### config.mk
export PLATFORM = sky130hd
export DESIGN_NAME = ex_ma_pipe_reg
export DESIGN_NICKNAME = d
export VERILOG_FILES = /design/src/rtl/ex_ma_pipe_reg_pkg.sv /design/src/rtl/ex_ma_pipe_reg_payload.sv /design/src/rtl/ex_ma_pipe_reg.sv
export SDC_FILE = /design/constraint.sdc
export NUM_CORES = 1
export LEC_CHECK = 0
export BUFFER_PORTS_ARGS = -buffer_cell sky130_fd_sc_hd__buf_4
export CORE_UTILIZATION = 49
export CTS_CLUSTER_DIAMETER = 50
export DETAILED_ROUTE_END_ITERATION = 10
export MAX_ROUTING_LAYER = met4
export PLACE_DENSITY = 0.85
export SYNTH_ARGS = -nofsm -noshare
export SYNTH_HDL_FRONTEND = slang
export SYNTH_HIERARCHICAL = 1
export SYNTH_SLANG_ARGS = --single-unit
### constraint.sdc
create_clock -name clk -period 2 [get_ports clk]
set_input_delay 0.4 -clock clk [delete_from_list [all_inputs] [get_ports clk]]
set_output_delay 0.4 -clock clk [all_outputs]
set_load 0.01 [all_outputs]
### src/rtl/ex_ma_pipe_reg_pkg.sv
// Shared pipeline-stage definitions: stage-register state encoding and NOP class code.
// Imported by every stage register so bubbles and state decode stay consistent.
package ex_ma_pipe_reg_pkg;

    typedef enum logic [1:0] {
        ST_EMPTY = 2'd0,
        ST_FULL  = 2'd1,
        ST_SKID  = 2'd2
    } pipe_state_e;

    // Instruction class presented downstream while a stage holds a bubble.
    localparam int unsigned NOP_INST_TYPE = 0;

endpackage

### src/rtl/ex_ma_pipe_reg_payload.sv
// Enable register with synchronous clear, used for the main and skid payload entries.
// Clear takes priority over load so a kill is never overwritten by a same-cycle write.
module pipe_payload_reg #(
    parameter int unsigned      W       = 8,
    parameter logic [W-1:0]     CLR_VAL = '0
) (
    input  logic         clk,
    input  logic         clr,
    input  logic         en,
    input  logic [W-1:0] d,
    output logic [W-1:0] q
);

    logic [W-1:0] q_r;

    // Payload storage: clear beats load, load beats hold.
    always_ff @(posedge clk) begin
        if (clr) begin
            q_r <= CLR_VAL;
        end else if (en) begin
            q_r <= d;
        end else begin
            q_r <= q_r;
        end
    end

    assign q = q_r;

endmodule

### src/rtl/ex_ma_pipe_reg.sv
// EX->MA two-entry skid pipeline register with flush and saturating upstream-stall counter.
// The main entry drives the MA outputs directly and is cleared whenever the stage empties.
module ex_ma_pipe_reg
    import ex_ma_pipe_reg_pkg::*;
#(
    parameter int unsigned DATA_W = 32,
    parameter int unsigned TYPE_W = 5,
    parameter int unsigned CNT_W  = 16
) (
    input  logic              clk,
    input  logic              rst,
    input  logic              flush,
    input  logic              in_valid,
    output logic              in_ready,
    input  logic [DATA_W-1:0] Result_In,
    input  logic [DATA_W-1:0] Inst_In,
    input  logic [DATA_W-1:0] Operand_B_In,
    input  logic [TYPE_W-1:0] Inst_Type_In,
    output logic              out_valid,
    input  logic              out_ready,
    output logic [DATA_W-1:0] Result_Out,
    output logic [DATA_W-1:0] Inst_Out,
    output logic [DATA_W-1:0] Operand_B_Out,
    output logic [TYPE_W-1:0] Inst_Type_Out,
    output logic [CNT_W-1:0]  stall_cnt
);

    localparam int unsigned PAY_W = 3 * DATA_W + TYPE_W;
    localparam logic [PAY_W-1:0] PAY_CLR = {{(3 * DATA_W){1'b0}}, TYPE_W'(NOP_INST_TYPE)};
    localparam logic [CNT_W-1:0] CNT_MAX = {CNT_W{1'b1}};

    pipe_state_e      state_r;
    pipe_state_e      state_nxt_s;
    logic             in_ready_r;
    logic             out_valid_r;
    logic [CNT_W-1:0] stall_cnt_r;

    logic             in_xfer_s;
    logic             out_xfer_s;
    logic             main_ld_s;
    logic             main_clr_s;
    logic             main_src_skid_s;
    logic             skid_ld_s;
    logic             skid_clr_s;
    logic [PAY_W-1:0] in_pay_s;
    logic [PAY_W-1:0] main_d_s;
    logic [PAY_W-1:0] main_q_s;
    logic [PAY_W-1:0] skid_q_s;

    assign in_xfer_s  = in_valid & in_ready_r;
    assign out_xfer_s = out_valid_r & out_ready;
    assign in_pay_s   = {Result_In, Inst_In, Operand_B_In, Inst_Type_In};

    // Next-state and entry load/clear decode; rst and flush both kill everything held.
    always_comb begin
        state_nxt_s     = state_r;
        main_ld_s       = 1'b0;
        main_clr_s      = 1'b0;
        main_src_skid_s = 1'b0;
        skid_ld_s       = 1'b0;
        skid_clr_s      = 1'b0;
        if (rst || flush) begin
            state_nxt_s = ST_EMPTY;
            main_clr_s  = 1'b1;
            skid_clr_s  = 1'b1;
        end else begin
            case (state_r)
                ST_EMPTY: begin
                    if (in_xfer_s) begin
                        state_nxt_s = ST_FULL;
                        main_ld_s   = 1'b1;
                    end else begin
                        state_nxt_s = ST_EMPTY;
                    end
                end
                ST_FULL: begin
                    if (in_xfer_s && out_xfer_s) begin
                        state_nxt_s = ST_FULL;
                        main_ld_s   = 1'b1;
                    end else if (in_xfer_s) begin
                        state_nxt_s = ST_SKID;
                        skid_ld_s   = 1'b1;
                    end else if (out_xfer_s) begin
                        // Clearing main on drain keeps the bubble outputs at NOP.
                        state_nxt_s = ST_EMPTY;
                        main_clr_s  = 1'b1;
                    end else begin
                        state_nxt_s = ST_FULL;
                    end
                end
                ST_SKID: begin
                    if (out_xfer_s) begin
                        state_nxt_s     = ST_FULL;
                        main_ld_s       = 1'b1;
                        main_src_skid_s = 1'b1;
                        skid_clr_s      = 1'b1;
                    end else begin
                        state_nxt_s = ST_SKID;
                    end
                end
                default: begin
                    state_nxt_s = ST_EMPTY;
                    main_clr_s  = 1'b1;
                    skid_clr_s  = 1'b1;
                end
            endcase
        end
    end

    assign main_d_s = main_src_skid_s ? skid_q_s : in_pay_s;

    // State plus registered handshake flags derived from the next state.
    always_ff @(posedge clk) begin
        if (rst) begin
            state_r     <= ST_EMPTY;
            in_ready_r  <= 1'b1;
            out_valid_r <= 1'b0;
        end else begin
            state_r     <= state_nxt_s;
            in_ready_r  <= (state_nxt_s != ST_SKID);
            out_valid_r <= (state_nxt_s != ST_EMPTY);
        end
    end

    // Saturating count of cycles the EX stage is held off; flush leaves it intact.
    always_ff @(posedge clk) begin
        if (rst) begin
            stall_cnt_r <= {CNT_W{1'b0}};
        end else if (in_valid && !in_ready_r && (stall_cnt_r != CNT_MAX)) begin
            stall_cnt_r <= stall_cnt_r + CNT_W'(1);
        end else begin
            stall_cnt_r <= stall_cnt_r;
        end
    end

    pipe_payload_reg #(
        .W       (PAY_W),
        .CLR_VAL (PAY_CLR)
    ) u_main (
        .clk (clk),
        .clr (main_clr_s),
        .en  (main_ld_s),
        .d   (main_d_s),
        .q   (main_q_s)
    );

    pipe_payload_reg #(
        .W       (PAY_W),
        .CLR_VAL (PAY_CLR)
    ) u_skid (
        .clk (clk),
        .clr (skid_clr_s),
        .en  (skid_ld_s),
        .d   (in_pay_s),
        .q   (skid_q_s)
    );

    assign {Result_Out, Inst_Out, Operand_B_Out, Inst_Type_Out} = main_q_s;
    assign in_ready  = in_ready_r;
    assign out_valid = out_valid_r;
    assign stall_cnt = stall_cnt_r;

endmodule

==> results.md <==
- Required @ worst endpoint: 2.39 ns
- Core Rows: 50
- EDFF count, synth: 0
- GPL Wtd Cong: 0.853
- Layout Cells excl Fill: 1,413
- Maximum clock rate: 527 MHz
- Max-slew violation count: 0
- Crit-path max FO: 15
- Clock skew: 0.0109 ns
- DRC Markers: 0
- Hold Path Class: in -> reg
- Iter 0 DRT Violations: 252
- Place WS: -0.254 ns
- Leading post-synthesis cells by cell area: dfxtp_1 46%, mux2i_1 21%, mux2_2 13%
- Power, Total: 9.80 mW
- Skew-Pair Late Insertion Delay: 0.51 ns
- Die ar.: 20,200 sq um
- Synth area leader: dfxtp_1
- Critical path type: reg -> reg
- Root Buffer: clkbuf_16
- Die width: 142 microns
- Largest net degree at the start of global routing: 67
- PD cells: 778 nW/um^2
- Post-Syn Nets: 1,003
- Core Box Area: 19,000 sq um
- Final worst setup slack: 0.103 ns
- Clock buffer depth: 3
- Top cell type's share of synthesized area: 46.2%
- Vias/cell: 5.19
- Port Buffers: 224
- Critical Path AT: 2.29 ns
- Initial core utilization: 50.7%
- Most frequent cell after synthesis: dfxtp_1
- CP max stage delay: 0.37 ns
- Synth cell types: 39
- WP buf/inv: 2
- Drt total wl: 23,000 microns
- Placed insts: 1,360
- Sequential area share after synthesis: 46.2%
- Peak supply drop: 627 uV
- Yosys reg bits: 222
- First-pass GRT wire length: 35,900 microns
- Maxcap violations: 0
- Layout cells sized above 1: 37.5%
- Critical path startpoint category: register
- Crit share post-route: 94.8%
- TritonCTS buffer count: 26
- Crit end category: register
- Warning count from the yosys run: 6
- Vias in the first global route: 7,318
- Clock transition at path regs: 0.06 ns
- Vias: 7,332
- Drt wl/cell: 16.2 microns
- Hpwl dp: 15,000 microns
- GRT Total Usage: 22.5%
- CP Cell Sequence: nand2_1 > or2_4 > nor4_4 > buf_6 > clkbuf_16 > mux2i_1 > nor2_1
- Post-synth top cells: 222 x dfxtp_1, 215 x nor2_1, 203 x mux2i_1
- Status: complete, no violations
- Fin. Hold Viols: 0
- Unrepaired setup endpoints after global routing: no
- GRT overflow: 0
- H-tree depth: 1
- Top_reg_cell synth: dfxtp_1
- Area grow syn2layout: 30.9%
- Post-synthesis cell area: 9620 sq um
- Initial antenna violation count: 0
- Final setup violation count: 0
- Syn Area/Cell: 10.7 sq um
- Largest delay contributor family on the critical path: simple AND/OR/NAND/NOR gates
- Min Tclk post-route: 1.90 ns
- Post-Synthesis Cells: 896
- Slew headroom: 73.1%
- Io pins: 225
- Highest-delay cell along the critical path: nor4_4
- TritonCTS clock tree: done
- Worst-Margin Slew: 0.403 ns
- Leakage: 4.81 nW
- Pre-Repair DR Iteration Count: 4
- Async S/R FF share, synth: 0%
- Diodes inserted: 0
- Nets: 1,240
- Die Height: 142 microns
- Clock Sinks: 222
- Final ANT Viol Nets: 0
kinds of logic after synthesis:
| group | count (synthesis) | synth area share, % |
|---|---|---|
| fa+ha+maj | 1 | 0.130 |
| flops | 222 | 46.2 |
| compound gates | 31 | 1.99 |
| mux | 311 | 33.8 |
| buf+inv | 61 | 6.01 |
| simple gates | 270 | 11.9 |
final cells by class:
cell class,instances,area (sq um)
clock buffer,36,739
clock inverter,12,116
fill,1457,6370
inverter,3,11.3
multi-input combinational,613,4660
sequential,222,4450
tap,260,325
timing repair buffer,267,2290
final timing paths:
path           startpoint           end  slack [ns]  depth (start not counted)
max reg2reg      in_ready  u_skid/q[68]        0.10                          7
min                 flush    state_r[1]        0.10                          2
min reg2reg  u_skid/q[46]  u_skid/q[46]        0.49                          2
max              in_ready  u_skid/q[68]        0.10                          7
through the flow:
step | util [%] | area, sq um | setup TNS [ns] | hold WS [ns]
after global routing | 66.4 | 12600 | 0 | 0.0920
final | 66.4 | 12600 | 0 | 0.103
after floorplan | - | 9620 | 0 | 0.456
after CTS | 65.6 | 12400 | 0 | 0.0931
after detailed placement | 60.9 | 11600 | -18.45 | 0.481
after global placement | 60.9 | 11600 | -19.54 | 0.468
metal layers:
| layer | track usage [%] | part of all wire [%] | vias up |
|---|---|---|---|
| li1 | - | - | 3559 |
| met3 | 4.07 | 5.3 | 52 |
| met1 | 26.2 | 42 | 3518 |
| met4 | 7.64 | 3.0 | 0 |
| met5 | - | 0 | - |
| met2 | 38.9 | 49 | 203 |
worst register-to-register path, delay by kind of cell (launching register included):
kind | cells | cell delay (ns)
buf+inv | 2 | 0.47
flops | 1 | 0.34
simple gates | 4 | 0.76
mux | 1 | 0.22
registers in the layout, summed over array words and instances, names as in the netlist:
name       cells
u_main/q     101
state_r        2
u_skid/q     101
stall_cnt     16
in_ready       1
out_valid      1
cell usage in the layout (no fill, tap or decap), drive strengths merged, types with 3 or more instances in the layout:
cell type and instances:
nand3 7, nand4 4, dfxtp 222, nor2b 9
nor2 215, mux2 108, nor4 3, clkinvlp 8
o21ai 6, o21a 3, inv 5, a21oi 12
mux2i 203, a211oi 3, clkbuf 41, nand2 15
buf 262, or4 3
what timing repair did:
action,in CTS,in global routing
gates cloned,0,5
buffers inserted,1,0
gates resized for setup,2,10
endpoints found under the setup margin,82,90
pin swaps,0,1
hold buffers,0,0
hold endpoints to repair,0,0
report_power, final:
group / internal, mW / total, mW / leakage, nW / switching [mW]
registers: 4.46 / 4.48 / 1.79 / 0.0223
logic: 0.385 / 0.702 / 2.63 / 0.317
clock network: 2.74 / 4.61 / 0.390 / 1.87
total: 7.58 / 9.80 / 4.81 / 2.21
Note: power is estimated with default switching activity, not from simulation.
